$ cat src/rtl/spmv_feeder_if.sv
// Bus bundle between spmv_feeder and its pointer/nonzero/vector memories and the SpMV core.
// Signal names are from the feeder's point of view.
interface spmv_feeder_if #(
  parameter int DW   = 16,
  parameter int NROW = 16,
  parameter int CW   = 4
);
  logic [4:0]            o_ptr_addr;
  logic [7:0]            i_ptr_data;
  logic [7:0]            o_nz_addr;
  logic [DW-1:0]         i_nz_val;
  logic [CW-1:0]         i_nz_col;
  logic [CW-1:0]         o_vec_addr;
  logic [DW-1:0]         i_vec_data;
  logic [2:0]            i_core_state;
  logic                  o_core_start;
  logic [DW-1:0]         o_read_data_A;
  logic [DW-1:0]         o_read_data_B;
  logic [7:0]            o_count;
  logic [8*(NROW+1)-1:0] o_row_ptr;

  modport master (
    output o_ptr_addr,
    input  i_ptr_data,
    output o_nz_addr,
    input  i_nz_val,
    input  i_nz_col,
    output o_vec_addr,
    input  i_vec_data,
    input  i_core_state,
    output o_core_start,
    output o_read_data_A,
    output o_read_data_B,
    output o_count,
    output o_row_ptr
  );

  modport slave (
    input  o_ptr_addr,
    output i_ptr_data,
    input  o_nz_addr,
    output i_nz_val,
    output i_nz_col,
    input  o_vec_addr,
    output i_vec_data,
    output i_core_state,
    input  o_core_start,
    input  o_read_data_A,
    input  o_read_data_B,
    input  o_count,
    input  o_row_ptr
  );
endinterface

$ cat src/rtl/spmv_feeder.sv
// Operand feeder for the SpMV core: loads the CSR row pointers, prefetches value/column/vector
// for each nonzero in step with the core pipeline, and restarts the core across batch stops.
module spmv_feeder #(
  parameter int DW   = 16,
  parameter int NROW = 16,
  parameter int CW   = 4
) (
  input  logic          i_clk,
  input  logic          i_rst,
  input  logic          i_start,
  output logic          o_busy,
  output logic          o_done,
  spmv_feeder_if.master io_bus
);

  typedef enum logic [2:0] {
    S_IDLE, S_PTR, S_PRE0, S_PRE1, S_PRE2, S_KICK, S_RUN, S_DONE
  } state_t;

  typedef enum logic [2:0] {
    C_IDLE  = 3'd0,
    C_LOAD  = 3'd1,
    C_MUL   = 3'd2,
    C_ADD   = 3'd3,
    C_WRITE = 3'd4
  } core_t;

  localparam logic [4:0] LP_PTR_LAST = 5'(NROW);
  localparam logic [4:0] LP_PTR_END  = 5'(NROW + 1);

  state_t                r_state, w_next;
  logic [4:0]            r_pidx, r_ptr_hold, w_ptr_addr;
  logic [8:0]            r_cnt, w_cnt_inc, w_nnz;
  logic [7:0]            r_nz_hold, w_nz_addr;
  logic [CW-1:0]         r_vec_hold, w_vec_addr;
  logic [DW-1:0]         r_val, r_A, r_B;
  logic [8*(NROW+1)-1:0] r_row_ptr;
  logic                  w_core_start;

  assign w_nnz     = {1'b0, r_row_ptr[8*NROW +: 8]};
  assign w_cnt_inc = r_cnt + 9'd1;

  always_ff @(posedge i_clk or posedge i_rst) begin
    if (i_rst) r_state <= S_IDLE;
    else       r_state <= w_next;
  end

  // Addresses are combinational while a state drives them and otherwise replay the hold register.
  always_comb begin
    w_next       = r_state;
    w_ptr_addr   = r_ptr_hold;
    w_nz_addr    = r_nz_hold;
    w_vec_addr   = r_vec_hold;
    w_core_start = 1'b0;
    o_busy       = (r_state != S_IDLE);
    o_done       = 1'b0;
    case (r_state)
      S_IDLE: if (i_start) w_next = S_PTR;
      S_PTR: begin
        if (r_pidx <= LP_PTR_LAST) w_ptr_addr = r_pidx;
        if (r_pidx == LP_PTR_END)
          w_next = (io_bus.i_ptr_data == 8'd0) ? S_DONE : S_PRE0;
      end
      S_PRE0: begin
        w_nz_addr = r_cnt[7:0];
        w_next    = S_PRE1;
      end
      S_PRE1: begin
        w_vec_addr = io_bus.i_nz_col;
        w_next     = S_PRE2;
      end
      S_PRE2: w_next = S_KICK;
      S_KICK: begin
        w_core_start = 1'b1;
        w_next       = S_RUN;
      end
      S_RUN: begin
        case (io_bus.i_core_state)
          C_MUL:   w_nz_addr  = w_cnt_inc[7:0];
          C_ADD:   w_vec_addr = io_bus.i_nz_col;
          C_IDLE:  w_next     = (r_cnt > w_nnz) ? S_DONE : S_KICK;
          default: ;
        endcase
      end
      S_DONE: begin
        o_done = 1'b1;
        w_next = S_IDLE;
      end
      default: w_next = S_IDLE;
    endcase
  end

  always_ff @(posedge i_clk or posedge i_rst) begin
    if (i_rst) begin
      r_pidx     <= '0;
      r_ptr_hold <= '0;
      r_nz_hold  <= '0;
      r_vec_hold <= '0;
      r_cnt      <= '0;
      r_val      <= '0;
      r_A        <= '0;
      r_B        <= '0;
      r_row_ptr  <= '0;
    end else begin
      r_ptr_hold <= w_ptr_addr;
      r_nz_hold  <= w_nz_addr;
      r_vec_hold <= w_vec_addr;
      case (r_state)
        S_IDLE: if (i_start) begin
          r_cnt     <= '0;
          r_row_ptr <= '0;
          r_pidx    <= '0;
        end
        S_PTR: begin
          // Memory data for address k arrives while r_pidx == k+1.
          for (int unsigned k = 0; k <= NROW; k++)
            if (r_pidx == 5'(k + 1)) r_row_ptr[8*k +: 8] <= io_bus.i_ptr_data;
          r_pidx <= r_pidx + 5'd1;
        end
        S_PRE1: r_val <= io_bus.i_nz_val;
        S_PRE2: begin
          r_A <= r_val;
          r_B <= io_bus.i_vec_data;
        end
        S_RUN: begin
          if (io_bus.i_core_state == C_ADD) r_val <= io_bus.i_nz_val;
          // Operands advance only on the edge leaving WRITE, so they are settled before LOAD.
          if (io_bus.i_core_state == C_WRITE) begin
            if (w_cnt_inc >= w_nnz) begin
              r_A <= '0;
              r_B <= '0;
            end else begin
              r_A <= r_val;
              r_B <= io_bus.i_vec_data;
            end
            r_cnt <= w_cnt_inc;
          end
        end
        default: ;
      endcase
    end
  end

  assign io_bus.o_ptr_addr    = w_ptr_addr;
  assign io_bus.o_nz_addr     = w_nz_addr;
  assign io_bus.o_vec_addr    = w_vec_addr;
  assign io_bus.o_core_start  = w_core_start;
  assign io_bus.o_read_data_A = r_A;
  assign io_bus.o_read_data_B = r_B;
  assign io_bus.o_count       = r_cnt[7:0];
  assign io_bus.o_row_ptr     = r_row_ptr;

endmodule

$ cat src/flat_wrapper.sv
// flat-port wrapper written by rule: the top's interface ports become plain ports
module spmv_feeder_flat 
#(
  parameter int DW   = 16,
  parameter int NROW = 16,
  parameter int CW   = 4
)
  (i_clk, i_rst, i_start, o_busy, o_done, io_bus_o_ptr_addr, io_bus_i_ptr_data, io_bus_o_nz_addr, io_bus_i_nz_val, io_bus_i_nz_col, io_bus_o_vec_addr, io_bus_i_vec_data, io_bus_i_core_state, io_bus_o_core_start, io_bus_o_read_data_A, io_bus_o_read_data_B, io_bus_o_count, io_bus_o_row_ptr);
  spmv_feeder_if #(.DW(DW), .NROW(NROW), .CW(CW)) io_bus_i ();
  input  logic i_clk;
  input  logic i_rst;
  input  logic i_start;
  output logic o_busy;
  output logic o_done;
  output wire logic [$bits(io_bus_i.o_ptr_addr)-1:0] io_bus_o_ptr_addr;
  input wire logic [$bits(io_bus_i.i_ptr_data)-1:0] io_bus_i_ptr_data;
  output wire logic [$bits(io_bus_i.o_nz_addr)-1:0] io_bus_o_nz_addr;
  input wire logic [$bits(io_bus_i.i_nz_val)-1:0] io_bus_i_nz_val;
  input wire logic [$bits(io_bus_i.i_nz_col)-1:0] io_bus_i_nz_col;
  output wire logic [$bits(io_bus_i.o_vec_addr)-1:0] io_bus_o_vec_addr;
  input wire logic [$bits(io_bus_i.i_vec_data)-1:0] io_bus_i_vec_data;
  input wire logic [$bits(io_bus_i.i_core_state)-1:0] io_bus_i_core_state;
  output wire logic [$bits(io_bus_i.o_core_start)-1:0] io_bus_o_core_start;
  output wire logic [$bits(io_bus_i.o_read_data_A)-1:0] io_bus_o_read_data_A;
  output wire logic [$bits(io_bus_i.o_read_data_B)-1:0] io_bus_o_read_data_B;
  output wire logic [$bits(io_bus_i.o_count)-1:0] io_bus_o_count;
  output wire logic [$bits(io_bus_i.o_row_ptr)-1:0] io_bus_o_row_ptr;
  assign io_bus_o_ptr_addr = io_bus_i.o_ptr_addr;
  assign io_bus_i.i_ptr_data = io_bus_i_ptr_data;
  assign io_bus_o_nz_addr = io_bus_i.o_nz_addr;
  assign io_bus_i.i_nz_val = io_bus_i_nz_val;
  assign io_bus_i.i_nz_col = io_bus_i_nz_col;
  assign io_bus_o_vec_addr = io_bus_i.o_vec_addr;
  assign io_bus_i.i_vec_data = io_bus_i_vec_data;
  assign io_bus_i.i_core_state = io_bus_i_core_state;
  assign io_bus_o_core_start = io_bus_i.o_core_start;
  assign io_bus_o_read_data_A = io_bus_i.o_read_data_A;
  assign io_bus_o_read_data_B = io_bus_i.o_read_data_B;
  assign io_bus_o_count = io_bus_i.o_count;
  assign io_bus_o_row_ptr = io_bus_i.o_row_ptr;
  spmv_feeder #(.DW(DW), .NROW(NROW), .CW(CW)) u_core (.i_clk(i_clk), .i_rst(i_rst), .i_start(i_start), .o_busy(o_busy), .o_done(o_done), .io_bus(io_bus_i));
endmodule
$ cat config.mk
export PLATFORM = sky130hd
export DESIGN_NAME = spmv_feeder_flat
export DESIGN_NICKNAME = d
export VERILOG_FILES = /design/src/rtl/spmv_feeder_if.sv /design/src/rtl/spmv_feeder.sv /design/src/flat_wrapper.sv
export SDC_FILE = /design/constraint.sdc
export NUM_CORES = 1
export LEC_CHECK = 0
export CELL_PAD_IN_SITES_DETAIL_PLACEMENT = 0
export CELL_PAD_IN_SITES_GLOBAL_PLACEMENT = 2
export CORE_AREA = 2 2 184 186
export DETAILED_ROUTE_END_ITERATION = 8
export DIE_AREA = 0 0 186 188
export PLACE_DENSITY_LB_ADDON = 0.15
export SLEW_MARGIN = 5
export SYNTH_ARGS = -nofsm -noshare
export SYNTH_HDL_FRONTEND = slang
export SYNTH_SLANG_ARGS = --single-unit
$ cat constraint.sdc
create_clock -name i_clk -period 7.1 [get_ports i_clk]
set_clock_uncertainty 0.15 [all_clocks]
set_input_delay 1.065 -clock i_clk [delete_from_list [all_inputs] [get_ports i_clk]]
set_output_delay 1.065 -clock i_clk [all_outputs]
set_load 0.005 [all_outputs]
After elaboration in Yosys (flattened, before gate mapping)
Cells that the tools add are included.
{"block": "word_totals", "reg_bits": 218, "out_inout_bits": 196, "in_bits": 50, "word_cells": 155}
{"block": "op_classes", "mux": 46, "n_lt_le_gt_ge": 3, "n_eq_ne": 48, "n_reduce_logical": 30, "addsub": 2}
{"op": "case mux 136 bit (2 select lines)", "count": 1}
{"op": "two-way mux 8 bit", "count": 18}
{"op": "two-way mux 136 bit", "count": 1}
{"op": "case mux 16 bit (2 select lines)", "count": 3}
{"op": "two-way mux 16 bit", "count": 5}
{"op": "AND reduction 3 bit", "count": 19}
{"op": "== test 5 x 4 -> 1 bit, second input constant", "count": 8}
{"op": "inequality test 2 x 1 -> 1 bit, second input constant", "count": 19}
{"op": "case mux 3 bit (8 select lines)", "count": 1}
{"op": "== test 5 x 3 -> 1 bit, second input constant", "count": 4}
{"op": "two-way mux 9 bit", "count": 2}
{"op": "case mux 9 bit (2 select lines)", "count": 1}
{"op": "case mux 8 bit (2 select lines)", "count": 1}
{"op": "== test 3 bit, second input constant", "count": 5}
{"op": "two-way mux 5 bit", "count": 3}
{"op": "== test 3 x 2 -> 1 bit, second input constant", "count": 4}
{"op": "two-way mux 3 bit", "count": 4}
{"op": "== test 5 x 2 -> 1 bit, second input constant", "count": 2}
{"op": "== test 5 bit, second input constant", "count": 2}
{"op": "case mux 5 bit (2 select lines)", "count": 1}
{"op": "adder 9 x 1 -> 9 bit, second input constant", "count": 1}
{"op": "greater-or-equal comparator 9 x 8 -> 1 bit", "count": 1}
{"op": "> comparator 9 x 8 -> 1 bit", "count": 1}
{"op": "zero test 8 bit", "count": 1}
{"op": "other kinds (13)", "count": 21}

Logic depth before layout (Yosys ltp)
{"block": "logic_depth", "word_depth": 5, "mapped_depth": 11, "depth_no_buf": 10}

Worst setup path after synthesis
Ideal clock, no wire load.
{"block": "synth_path", "kind": "input-to-output", "start": "input io_bus_i_core_state[2]", "end": "output io_bus_o_nz_addr[0]", "path_buffers": 1, "required_ps": 5885, "path_slack_ps": 3800, "arrival_ps": 2085, "stages": 5, "cell_sequence": "or3b_2 clkbuf_1 a21oi_1 o22ai_1 a31oi_1"}
{"block": "synth_via", "elab_chain_cells": 3}
{"element": "from (decl)", "line": "flat_wrapper.sv:22", "text": "input wire logic [$bits(io_bus_i.i_core_state)-1:0] io_bus_i_core_state;"}
{"element": "== test 3 x 2 -> 1 bit", "line": "spmv_feeder.sv:78", "text": "case (io_bus.i_core_state)"}
{"element": "two-way mux 8 bit", "line": "spmv_feeder.sv:78"}
{"element": "case mux 8 bit (2 select lines)", "line": "spmv_feeder.sv:57", "text": "case (r_state)"}
{"element": "to (decl)", "line": "flat_wrapper.sv:17", "text": "output wire logic [$bits(io_bus_i.o_nz_addr)-1:0] io_bus_o_nz_addr;"}
No other way between the ends.

Worst setup path after layout
{"block": "layout_path", "start": "input io_bus_i_core_state[2]", "end": "output io_bus_o_vec_addr[3]"}
{"block": "layout_via", "elab_chain_cells": 3}
{"element": "== test 3 x 2 -> 1 bit", "line": "spmv_feeder.sv:78"}
{"element": "two-way mux 4 bit", "line": "spmv_feeder.sv:78"}
{"element": "case mux 4 bit (2 select lines)", "line": "spmv_feeder.sv:57"}
{"element": "to (decl)", "line": "flat_wrapper.sv:20", "text": "output wire logic [$bits(io_bus_i.o_vec_addr)-1:0] io_bus_o_vec_addr;"}
No other way between the ends.

==> results_dict.tcl <==
set metrics [dict create \
    portBuffers 245 \
    critPathLaunchType "input pin" \
    ant_nets 0 \
    synth.distinct_cells 58 \
    grt_pass1_wl_um 45040 \
    antenna_found_initial 0 \
    clk_root_buffer_cell "clkbuf_16" \
    gp_congestion 0.7294 \
    yosys_warnings 0 \
    first_global_vias 7183 \
    overflow 0 \
    placedCellCount 1431 \
    clock_power_share_pct 25.1 \
    timing_worst_setup_path_type "input pin to primary output" \
    hold_viol 0 \
    synth_flop_cell "dfrtp_1" \
    async_flop_share_pct 100.0 \
    yosysSeqAreaShare_pct 57.59 \
    max-cap-violations 0 \
    hp-start "u_core.io_bus.o_row_ptr[34]$_DFFE_PP0P_" \
    fmaxAchievable_mhz 211.4 \
    core_um2 33110 \
    switchingPower_mw 1.865 \
    areaGrowthSynthToFinish_pct 39.73 \
    ios 246 \
    drc 0 \
    setup_tns_ps 0 \
    finalMaxSlewViolations 0 \
    synth.area.top_cells "dfrtp_1 58%, mux2_2 12%, mux2i_1 4.2%" \
    p_per_area_nw_per_um2 436.6 \
    drtPass1Iterations 4 \
    synth_area_per_cell_um2 12.14 \
    n_fill_cell 3261 \
    fin_crit_ps 4730 \
    dp_hpwl_um 20130 \
    ctsHoldBuffers 0 \
    post_cts_resized 0 \
    synth_cells 780 \
    r2r-start "u_core.r_cnt[0]$_DFFE_PP0P_" \
    tritoncts "done" \
    irDropWorstVdd_mv 0.2100 \
    cp_max_fo 20 \
    viasPerCell 4.577 \
    synth_top_area_share_pct 57.59 \
    arrival_ps 3510 \
    switching_share_pct 32.28 \
    n_antenna_cell 0 \
    synth_area_um2 9473 \
    routedWlPerCell_um 19.61 \
    synthTopCellsByCount "218 x dfrtp_1, 104 x mux2_2, 79 x nand2_1, 64 x o21ai_0, 40 x mux2i_1" \
    yosys.area.top_type "dfrtp_1" \
    synth.net_count 852 \
    dpl_worst_slack_ps 2280 \
    seqPwrFrac_pct 35.1 \
    required_ps 5880 \
    grt_usage_pct 16.77 \
    nets 1084 \
    start_util_pct 28.61 \
    hold_ws_ps 326.1 \
    die_area_um2 34970 \
    die_x_um 186 \
    post_cts_buffers 0 \
    die_h_um 188 \
    rows 67 \
    period_share_pct 66.61 \
    min_path_type "flip-flop to flip-flop" \
    ys_ff_latch 218 \
    final_core_util_pct 39.97 \
    tightest_slew_ps 1139 \
    p_total_mw 5.779 \
    numCtsBuffers 27 \
    grt_max_degree 68 \
    final_cell_count_no_fill 1480 \
    startpoint "io_bus_i_core_state[2]" \
    synth_most_common_cell "dfrtp_1" \
    synth-edff-count 0 \
    drive_above_1_share_pct 17.05 \
    endpoint_kind "primary output" \
    totalWireLength_um 29020 \
    vias 6774 \
    cts.sinks 218 \
    fin_area_um2 13240 \
    rsz0062_at_grt "no" \
    worst_slack_ps 2370 \
    setup_viol 0 \
    cellInternalPower_mw 3.913 \
    slew-limit-headroom_pct 23.72 \
    status "finished clean" \
    clock_path_buffers 3 \
    placed_area_um2 12300 \
    drt_iter0_markers 273 \
    p_leak_nw 5.733 \
    cts.htree.levels 1 \
    cts.clk_slew.worst_paths_ps 60 \
    power_frac_comb_pct 39.9 \
    clk_latency_ps 550 \
]
==> per-layer routing <==
layer	vias to the layer above	wire (um)	GRT usage, %
met5	-	0	0
met4	0	637	3.907
met3	32	2477	6.079
met2	180	13040	25.92
met1	3335	12860	22.37
li1	3227	-	-
==> registers in the layout, indices dropped and copies added (netlist names) <==
register / cells
u_core.io_bus.o_read_data_A: 16
u_core.io_bus.o_read_data_B: 16
u_core.io_bus.o_row_ptr: 136
u_core.r_cnt: 9
u_core.r_nz_hold: 8
u_core.r_pidx: 5
u_core.r_ptr_hold: 5
u_core.r_state: 3
u_core.r_val: 16
u_core.r_vec_hold: 4
==> cell type report <==
| cell class | instances | area (um^2) | share of cell area, % |
|---|---|---|---|
| Tap cell | 448 | 560.5 | 4.235 |
| Multi-Input combinational cell | 486 | 3661 | 27.66 |
| Sequential cell | 218 | 5455 | 41.21 |
| Clock inverter | 9 | 160.2 | 1.210 |
| Inverter | 23 | 90.09 | 0.6806 |
| Timing Repair Buffer | 256 | 2535 | 19.15 |
| Clock buffer | 40 | 774.5 | 5.851 |
==> power by group through the flow <==
stage	logic, mW	clock network [mW]	registers [mW]
floorplan	1.08	0	2.01
global placement	2.36	0	2.03
detailed placement	2.36	0	2.04
CTS	2.37	1.50	2.03
global route	2.53	1.55	2.10
finish	2.30	1.45	2.03
==> final timing paths <==
path / end / slack [ps] / cells past startpoint
setup / recovery: io_bus_o_vec_addr[3] / 2370 / 6
hold / removal: u_core.io_bus.o_row_ptr[34]$_DFFE_PP0P_ / 330 / 2
setup reg to reg: u_core.io_bus.o_read_data_A[7]$_DFFE_PP0P_ / 3580 / 10
hold reg to reg: u_core.io_bus.o_row_ptr[34]$_DFFE_PP0P_ / 330 / 2
max in group asynchronous: u_core.r_val[12]$_DFFE_PP0P_ / 4400 / 3
min in group asynchronous: u_core.io_bus.o_read_data_A[5]$_DFFE_PP0P_ / 950 / 2
==> worst max-delay path, stage by stage <==
cell             delay, ps
clkdlybuf4s50_1        460
nand4b_1               210
mux2i_1                150
nand2_1                610
mux2_2                 540
clkdlybuf4s50_1        460
==> kinds of logic after synthesis <==
kind of cell	share of synthesized area, %
muxes	16.59
xor gates and xnor gates	0.7397
DFF	57.59
adders and majority gates	2.906
and+or+nand+nor	9.418
AOI/OAI and AO/OA	8.903
buffers and inverters	3.857
==> layout by cell type (no fill, tap or decap), drive strengths merged, types with 2 or more instances in the layout <==
master and instances:
nand3 12, a21oi 23, xor2 5, mux2 104
nor4b 2, o22ai 8, nand4b 2, a31oi 9
o21ai 65, clkdlybuf4s50 245, nand2b 4, ha 22
nor2b 7, xnor2 3, a32oi 3, o21bai 2
nand2 79, and2 8, a21o 2, nand4 3
dfrtp 218, nor2 11, buf 11, nor3b 5
clkinv 4, a22o 8, mux2i 40, nor3 33
nor4 3, clkbuf 40, inv 23, a41oi 3
and3 3, bufinv 4
Power figures use the tool's default switching activity.
